--- config.mk ---
export PLATFORM = sky130hd
export DESIGN_NAME = dmem_arbiter_flat
export DESIGN_NICKNAME = d
export VERILOG_FILES = /design/src/rtl/dmem_arbiter_if.sv /design/src/rtl/dmem_arbiter.sv /design/src/flat_wrapper.sv
export SDC_FILE = /design/constraint.sdc
export NUM_CORES = 1
export LEC_CHECK = 0
export ABC_AREA = 1
export BUFFER_PORTS_ARGS = -buffer_cell sky130_fd_sc_hd__buf_2
export CAP_MARGIN = 0
export CORE_AREA = 2 2 117 119
export CTS_BUF_LIST = sky130_fd_sc_hd__clkbuf_4
export DETAILED_ROUTE_END_ITERATION = 10
export DIE_AREA = 0 0 119 121
export PLACE_DENSITY = 0.51
export SETUP_SLACK_MARGIN = 0.1
export SYNTH_ARGS = -nofsm -noshare
export SYNTH_HDL_FRONTEND = slang
export SYNTH_SLANG_ARGS = --single-unit
export TNS_END_PERCENT = 50
--- constraint.sdc ---
create_clock -name clk -period 3.2 [get_ports clk]
set_input_delay 0.64 -clock clk [delete_from_list [all_inputs] [get_ports clk]]
set_output_delay 0.64 -clock clk [all_outputs]
set_load 0.01 [all_outputs]
--- src/rtl/dmem_arbiter_if.sv ---
// Bus bundle between the data-memory arbiter, its two requesters and the Memory macro.
// slave is the arbiter's view; master is the requester/memory side.
interface dmem_arbiter_if;
    logic        p_req;
    logic [31:0] p_addr;
    logic [31:0] p_wdata;
    logic        p_we;
    logic        p_gnt;
    logic [31:0] p_rdata;
    logic        p_stall;
    logic        d_req;
    logic [31:0] d_addr;
    logic [31:0] d_wdata;
    logic        d_we;
    logic        d_lock;
    logic        d_gnt;
    logic        d_rvalid;
    logic [31:0] d_rdata;
    logic [31:0] mem_addr;
    logic [31:0] mem_wdata;
    logic        mem_wen;
    logic [31:0] mem_rdata;

    modport slave (
        input  p_req, p_addr, p_wdata, p_we,
        input  d_req, d_addr, d_wdata, d_we, d_lock,
        input  mem_rdata,
        output p_gnt, p_rdata, p_stall,
        output d_gnt, d_rvalid, d_rdata,
        output mem_addr, mem_wdata, mem_wen
    );

    modport master (
        output p_req, p_addr, p_wdata, p_we,
        output d_req, d_addr, d_wdata, d_we, d_lock,
        output mem_rdata,
        input  p_gnt, p_rdata, p_stall,
        input  d_gnt, d_rvalid, d_rdata,
        input  mem_addr, mem_wdata, mem_wen
    );
endinterface

--- src/rtl/dmem_arbiter.sv ---
// Single-port data-memory arbiter: pipeline MEM stage vs. debug/DMA, with
// starvation guard for debug and bounded locked debug bursts.
module dmem_arbiter #(
    parameter int unsigned STARVE_LIMIT = 4,
    parameter int unsigned MAX_BURST    = 8
) (
    input  logic         clk,
    input  logic         rst_n,
    dmem_arbiter_if.slave bus
);
    localparam int unsigned SW = $clog2(STARVE_LIMIT + 1);
    localparam int unsigned BW = $clog2(MAX_BURST + 1);
    localparam logic [SW-1:0] STARVE_SAT  = SW'(STARVE_LIMIT);
    localparam logic [SW-1:0] STARVE_TRIG = SW'(STARVE_LIMIT - 1);
    localparam logic [SW-1:0] STARVE_ONE  = SW'(1);
    localparam logic [BW-1:0] BURST_LAST  = BW'(MAX_BURST - 1);
    localparam logic [BW-1:0] BURST_ONE   = BW'(1);

    typedef enum logic [0:0] {
        P_OWN = 1'b0,
        D_OWN = 1'b1
    } own_e;

    own_e            state_q, state_d;
    logic [SW-1:0]   starve_cnt_q, starve_cnt_d;
    logic [BW-1:0]   burst_cnt_q, burst_cnt_d;
    logic            d_rvalid_q, d_rvalid_d;
    logic [31:0]     d_rdata_q, d_rdata_d;
    logic            p_gnt_s, d_gnt_s;

    // Grant decode; the owner wins a tie, and reset kills both grants at once.
    always_comb begin
        p_gnt_s = 1'b0;
        d_gnt_s = 1'b0;
        if (rst_n) begin
            case (state_q)
                P_OWN: begin
                    p_gnt_s = bus.p_req;
                    d_gnt_s = bus.d_req & ~bus.p_req;
                end
                D_OWN: begin
                    d_gnt_s = bus.d_req;
                    p_gnt_s = bus.p_req & ~bus.d_req;
                end
                default: begin
                    p_gnt_s = 1'b0;
                    d_gnt_s = 1'b0;
                end
            endcase
        end else begin
            p_gnt_s = 1'b0;
            d_gnt_s = 1'b0;
        end
    end

    // Ownership and burst-length bookkeeping; a burst started from P_OWN has already used beat 1.
    always_comb begin
        state_d     = state_q;
        burst_cnt_d = burst_cnt_q;
        case (state_q)
            P_OWN: begin
                if (d_gnt_s & bus.d_lock) begin
                    state_d     = D_OWN;
                    burst_cnt_d = BURST_ONE;
                end else if (bus.d_req & ~d_gnt_s & (starve_cnt_q == STARVE_TRIG)) begin
                    state_d     = D_OWN;
                    burst_cnt_d = {BW{1'b0}};
                end else begin
                    state_d     = P_OWN;
                    burst_cnt_d = {BW{1'b0}};
                end
            end
            D_OWN: begin
                if (~bus.d_req | (d_gnt_s & ~bus.d_lock) | (d_gnt_s & (burst_cnt_q >= BURST_LAST))) begin
                    state_d     = P_OWN;
                    burst_cnt_d = {BW{1'b0}};
                end else if (d_gnt_s) begin
                    state_d     = D_OWN;
                    burst_cnt_d = burst_cnt_q + BURST_ONE;
                end else begin
                    state_d     = D_OWN;
                    burst_cnt_d = burst_cnt_q;
                end
            end
            default: begin
                state_d     = P_OWN;
                burst_cnt_d = {BW{1'b0}};
            end
        endcase
    end

    // Starvation counter and debug read-data capture.
    always_comb begin
        starve_cnt_d = {SW{1'b0}};
        d_rvalid_d   = 1'b0;
        d_rdata_d    = d_rdata_q;
        if (bus.d_req & ~d_gnt_s) begin
            starve_cnt_d = (starve_cnt_q == STARVE_SAT) ? starve_cnt_q : starve_cnt_q + STARVE_ONE;
        end else begin
            starve_cnt_d = {SW{1'b0}};
        end
        if (d_gnt_s & ~bus.d_we) begin
            d_rvalid_d = 1'b1;
            d_rdata_d  = bus.mem_rdata;
        end else begin
            d_rvalid_d = 1'b0;
            d_rdata_d  = d_rdata_q;
        end
    end

    // State registers.
    always_ff @(posedge clk or negedge rst_n) begin
        if (!rst_n) begin
            state_q      <= P_OWN;
            starve_cnt_q <= {SW{1'b0}};
            burst_cnt_q  <= {BW{1'b0}};
            d_rvalid_q   <= 1'b0;
            d_rdata_q    <= 32'h0000_0000;
        end else begin
            state_q      <= state_d;
            starve_cnt_q <= starve_cnt_d;
            burst_cnt_q  <= burst_cnt_d;
            d_rvalid_q   <= d_rvalid_d;
            d_rdata_q    <= d_rdata_d;
        end
    end

    assign bus.p_gnt     = p_gnt_s;
    assign bus.d_gnt     = d_gnt_s;
    assign bus.p_stall   = bus.p_req & ~p_gnt_s;
    assign bus.p_rdata   = bus.mem_rdata;
    assign bus.d_rvalid  = d_rvalid_q;
    assign bus.d_rdata   = d_rdata_q;
    assign bus.mem_addr  = d_gnt_s ? bus.d_addr  : bus.p_addr;
    assign bus.mem_wdata = d_gnt_s ? bus.d_wdata : bus.p_wdata;
    assign bus.mem_wen   = (p_gnt_s & bus.p_we) | (d_gnt_s & bus.d_we);
endmodule

--- src/flat_wrapper.sv ---
// flat-port wrapper written by rule: the top's interface ports become plain ports
module dmem_arbiter_flat 
#(
    parameter int unsigned STARVE_LIMIT = 4,
    parameter int unsigned MAX_BURST    = 8
)
  (clk, rst_n, bus_p_req, bus_p_addr, bus_p_wdata, bus_p_we, bus_d_req, bus_d_addr, bus_d_wdata, bus_d_we, bus_d_lock, bus_mem_rdata, bus_p_gnt, bus_p_rdata, bus_p_stall, bus_d_gnt, bus_d_rvalid, bus_d_rdata, bus_mem_addr, bus_mem_wdata, bus_mem_wen);
  dmem_arbiter_if bus_i ();
  input  logic clk;
  input  logic rst_n;
  input wire logic [$bits(bus_i.p_req)-1:0] bus_p_req;
  input wire logic [$bits(bus_i.p_addr)-1:0] bus_p_addr;
  input wire logic [$bits(bus_i.p_wdata)-1:0] bus_p_wdata;
  input wire logic [$bits(bus_i.p_we)-1:0] bus_p_we;
  input wire logic [$bits(bus_i.d_req)-1:0] bus_d_req;
  input wire logic [$bits(bus_i.d_addr)-1:0] bus_d_addr;
  input wire logic [$bits(bus_i.d_wdata)-1:0] bus_d_wdata;
  input wire logic [$bits(bus_i.d_we)-1:0] bus_d_we;
  input wire logic [$bits(bus_i.d_lock)-1:0] bus_d_lock;
  input wire logic [$bits(bus_i.mem_rdata)-1:0] bus_mem_rdata;
  output wire logic [$bits(bus_i.p_gnt)-1:0] bus_p_gnt;
  output wire logic [$bits(bus_i.p_rdata)-1:0] bus_p_rdata;
  output wire logic [$bits(bus_i.p_stall)-1:0] bus_p_stall;
  output wire logic [$bits(bus_i.d_gnt)-1:0] bus_d_gnt;
  output wire logic [$bits(bus_i.d_rvalid)-1:0] bus_d_rvalid;
  output wire logic [$bits(bus_i.d_rdata)-1:0] bus_d_rdata;
  output wire logic [$bits(bus_i.mem_addr)-1:0] bus_mem_addr;
  output wire logic [$bits(bus_i.mem_wdata)-1:0] bus_mem_wdata;
  output wire logic [$bits(bus_i.mem_wen)-1:0] bus_mem_wen;
  assign bus_i.p_req = bus_p_req;
  assign bus_i.p_addr = bus_p_addr;
  assign bus_i.p_wdata = bus_p_wdata;
  assign bus_i.p_we = bus_p_we;
  assign bus_i.d_req = bus_d_req;
  assign bus_i.d_addr = bus_d_addr;
  assign bus_i.d_wdata = bus_d_wdata;
  assign bus_i.d_we = bus_d_we;
  assign bus_i.d_lock = bus_d_lock;
  assign bus_i.mem_rdata = bus_mem_rdata;
  assign bus_p_gnt = bus_i.p_gnt;
  assign bus_p_rdata = bus_i.p_rdata;
  assign bus_p_stall = bus_i.p_stall;
  assign bus_d_gnt = bus_i.d_gnt;
  assign bus_d_rvalid = bus_i.d_rvalid;
  assign bus_d_rdata = bus_i.d_rdata;
  assign bus_mem_addr = bus_i.mem_addr;
  assign bus_mem_wdata = bus_i.mem_wdata;
  assign bus_mem_wen = bus_i.mem_wen;
  dmem_arbiter #(.STARVE_LIMIT(STARVE_LIMIT), .MAX_BURST(MAX_BURST)) u_core (.clk(clk), .rst_n(rst_n), .bus(bus_i));
endmodule
# After elaboration in Yosys (flattened, before gate mapping)
# Index checks and enable logic that the tools add are counted.
dict set report op_classes {
  eq_ne 4
  add_sub_neg 2
  n_bitwise 21
  muxes 17
  order_cmp 1
}
# cell count
set op_table {}
lappend op_table {{32-bit two-way mux} 2}
lappend op_table {{1-bit AND} 11}
lappend op_table {{4-bit two-way mux} 2}
lappend op_table {{4-bit case mux with 2 select lines} 1}
lappend op_table {{1-bit two-way mux} 7}
lappend op_table {{1-bit NOT} 7}
lappend op_table {{3-bit two-way mux} 2}
lappend op_table {{1-bit case mux with 2 select lines} 3}
lappend op_table {{4-bit by 1-bit adder with 4-bit output (second input constant)} 1}
lappend op_table {{4-bit by 3-bit >= comparator with 1-bit output (second input constant)} 1}
lappend op_table {{3-bit by 1-bit adder with 3-bit output (second input constant)} 1}
lappend op_table {{3-bit by 2-bit == test with 1-bit output (second input constant)} 1}
lappend op_table {{3-bit == test (second input constant)} 1}
lappend op_table {{3-bit inequality test (second input constant)} 1}
lappend op_table {{1-bit OR} 3}
lappend op_table {{2-bit inequality test (second input constant)} 1}
dict set report word_totals {
  word_cells 50
  out_inout_bits 133
  ff_bits 41
  in_bits 167
}

# Longest topological paths before layout
dict set report logic_depth {
  depth_word 10
  ltp_mapped 7
  ltp_nobuf 7
}

# Worst setup path before layout
# No wires, ideal clock.
dict set report synth_timing {
  kind {input to output}
  start {input port bus_d_req}
  end {output port bus_mem_addr[14]}
  t_arrival_ns 1.375
  slack_ns 1.185
  path_stages 7
  n_path_buf 2
  path_cell_list {nand2_1 -> inv_1 -> nand2_1 -> buf_2 -> buf_4 -> nand2_1 -> nand2_1}
}
dict set report synth_via {
  elab_chain_len 4
}
# item line
set synth_rtl {}
lappend synth_rtl {{start, declared} flat_wrapper.sv:15} ;# input wire logic [$bits(bus_i.d_req)-1:0] bus_d_req;
lappend synth_rtl {{1-bit AND} dmem_arbiter.sv:39} ;# d_gnt_s = bus.d_req & ~bus.p_req;
lappend synth_rtl {{1-bit case mux with 2 select lines (*)} dmem_arbiter.sv:36} ;# case (state_q)
lappend synth_rtl {{1-bit two-way mux (*)} dmem_arbiter.sv:35} ;# if (rst_n) begin
lappend synth_rtl {{32-bit two-way mux (*)} dmem_arbiter.sv:134} ;# assign bus.mem_addr = d_gnt_s ? bus.d_addr : bus.p_addr;
lappend synth_rtl {{end, declared} flat_wrapper.sv:27} ;# output wire logic [$bits(bus_i.mem_addr)-1:0] bus_mem_addr;
# Every way passes the cells marked *; elsewhere a longest branch is shown, timed or not.

# Worst setup path after layout
dict set report layout_timing {
  start {input port bus_d_req}
  end {output port bus_mem_addr[13]}
}
# The elaborated chain is that of the path after synthesis.

==> results.json <==
{
  "status": "complete, no violations",
  "critPathMostFrequentCell": "nand2_1",
  "clock-sinks": 41,
  "synth_edf_count": 0,
  "dominantRegCellSynth": "dfrtp_1",
  "setup_viol": 0,
  "post-cts-setup-buffers": 0,
  "seq_area_frac_synth": 0.3671,
  "cp-end-kind": "output port",
  "synth-seq-cells": 41,
  "critPathLaunchType": "input port",
  "path_clk_slew_ns": 0.13,
  "finClkSkew_ns": 0.01584,
  "cp.arrival_ns": 1.88,
  "syn_inst": 447,
  "final_cell_mix": "310 x nand2_1, 299 x buf_2, 41 x dfrtp_1",
  "drt_iter0_drc": 128,
  "path_cells": "buf_2 -> nand2_1 -> inv_1 -> nand2_2 -> buf_12 -> nand2_1 -> nand2_1 -> buf_2",
  "grt_max_degree": 55,
  "p_total_mw": 1.619,
  "die-height_um": 121,
  "ctsHoldBuffers": 0,
  "numCtsBuffers": 5,
  "h-tree-depth": 2,
  "synth_fp_nets": 618,
  "yosysWarnings": 0,
  "place.gp.congestion": 0.7585,
  "synthArstFlopShare": 1.000,
  "critPathRequiredTime_ns": 2.56,
  "die_w_um": 119,
  "drt-total-wl_um": 10770,
  "grt_pass1_wl_um": 16550,
  "tns_ns": 0,
  "layout_min_cycle_time_ns": 2.519,
  "dieArea_um2": 14400,
  "insertion_delay_ns": 0.35,
  "overflow": 0,
  "cts_buffer_depth": 2,
  "io_buffers": 299,
  "route.detailed.drc": 0,
  "rows": 42,
  "fin_util": 0.3285,
  "final.fill_count": 1505,
  "synth_top_area_frac": 0.4176,
  "post_drt_via_cell_ratio": 3.897,
  "firstDrtPassIters": 4,
  "dp.cells": 875,
  "vias": 3449,
  "hold_viol": 0,
  "hold_class": "input port to asynchronous set/reset pin",
  "cts_tree": "built",
  "crit_type": "input port to output port",
  "clock.fmax_mhz": 397.0,
  "clockRootBuffer": "clkbuf_4",
  "final_common_cell": "nand2_1",
  "grt_pass1_vias": 3301,
  "synth_cell_type_count": 19,
  "drt.antenna.violating_nets": 0,
  "worstMarginPinSlew_ns": 0.5538,
  "fin_cells": 885,
  "synth.area.top_cells": "nand2_1 42%, dfrtp_1 37%, buf_4 10%, inv_1 2.0%, ha_1 1.8%",
  "antenna_found_initial": 2,
  "critPathMaxStageDelay_ns": 0.29,
  "grtUsageTotal": 0.1433,
  "final_nets": 877,
  "relSlewSlack": 0.6308,
  "cap_violations": 0,
  "rsz0062_at_grt": "no",
  "initial_core_util": 0.2136,
  "timing.final.crit_share": 0.7872,
  "synth_area_um2": 2795,
  "hpwl_um": 8812,
  "critical_path_buf_inv_count": 4,
  "path_delay_family": "buffers and inverters",
  "ios": 300,
  "p_per_area_nw_per_um2": 376.7,
  "core_um2": 13090,
  "layout-drive-gt1-share": 0.4455,
  "crit_slowest_cell": "buf_12",
  "crit_fanout": 54,
  "syn_to_final_growth_pct": 53.76,
  "p_leak_nw": 2.820,
  "synth_area_per_cell_um2": 6.253,
  "post_cts_resized": 0,
  "wire_per_inst_um": 12.17,
  "slew_violations": 0,
  "synth_area_leader_cell": "nand2_1",
  "r2r_slack_ns": 1.53,
  "peakVddDrop_uv": 300.8
}
==> kinds of logic after synthesis <==
| logic type | count (synthesis) | synth area share |
|---|---|---|
| and+or+nand+nor | 328 | 0.4463 |
| buffers and inverters | 68 | 0.1544 |
| DFF | 41 | 0.3671 |
| AOI/OAI and AO/OA | 5 | 0.01119 |
| adders and majority gates | 4 | 0.01791 |
| xor gates and xnor gates | 1 | 0.003134 |
==> per-layer routing <==
metal / wire length (um) / part of all wire / vias up / global-route usage
met3: 920 / 0.085 / 11 / 0.03242
met5: 0 / 0 / - / 0
met2: 5330 / 0.49 / 177 / 0.2687
li1: - / - / 1812 / -
met4: 203 / 0.019 / 0 / 0.03795
met1: 4316 / 0.40 / 1449 / 0.1631
==> per-stage QoR <==
step	hold slack (ns)	instance area, um2	setup slack (ns)
after floorplan	0.3444	2795	1.185
after global placement	0.4580	4214	0.6528
after detailed placement	0.4598	4214	0.6209
after CTS	0.3973	4293	0.5977
after global routing	0.4339	4298	0.4828
final	0.4048	4298	0.6810
==> synthesized netlist by cell type, types with 2 or more instances <==
cell type	number
buf_2	8
dfrtp_1	41
buf_6	3
a21oi_1	2
buf_4	38
nand3_1	6
nor2_1	8
clkbuf_1	3
ha_1	4
inv_1	15
nand2_1	311
==> report_power, final <==
part	internal, mW	total [mW]	switching [mW]	leakage (nW)
Sequential	0.610	0.660	0.0496	0.524
Combinational	0.278	0.616	0.339	2.25
Clock	0.171	0.343	0.172	0.0433
==> registers in the layout, indices dropped and copies added (netlist names) <==
| register | count |
|---|---|
| u_core.state_q | 1 |
| u_core.burst_cnt_q | 4 |
| u_core.starve_cnt_q | 3 |
| u_core.bus.d_rvalid | 1 |
| u_core.bus.d_rdata | 32 |
==> cell type report <==
class | instances | area, um2 | area share
multi-input combinational | 338 | 1348 | 0.3135
tap | 176 | 220.2 | 0.05124
clock inverter | 2 | 33.78 | 0.007860
timing repair buffer | 304 | 1559 | 0.3627
inverter | 16 | 61.31 | 0.01426
clock buffer | 6 | 45.04 | 0.01048
antenna | 2 | 5.005 | 0.001164
sequential | 41 | 1026 | 0.2387
==> final timing paths <==
kind                                                         start  cells after the start                                  to
worst max-delay path                                     bus_d_req                      8                    bus_mem_addr[13]
min in group clk                                  bus_mem_rdata[8]                      3   u_core.bus.d_rdata[8]$_DFFE_PN0P_
worst min register to register  u_core.bus.d_rdata[18]$_DFFE_PN0P_                      2  u_core.bus.d_rdata[18]$_DFFE_PN0P_
worst max register to register            u_core.state_q$_DFF_PN0_                      7  u_core.bus.d_rdata[26]$_DFFE_PN0P_
max in group asynchronous                                    rst_n                      2  u_core.bus.d_rdata[26]$_DFFE_PN0P_
worst min-delay path                                         rst_n                      2   u_core.bus.d_rdata[0]$_DFFE_PN0P_
(Power assumes the default switching activity.)
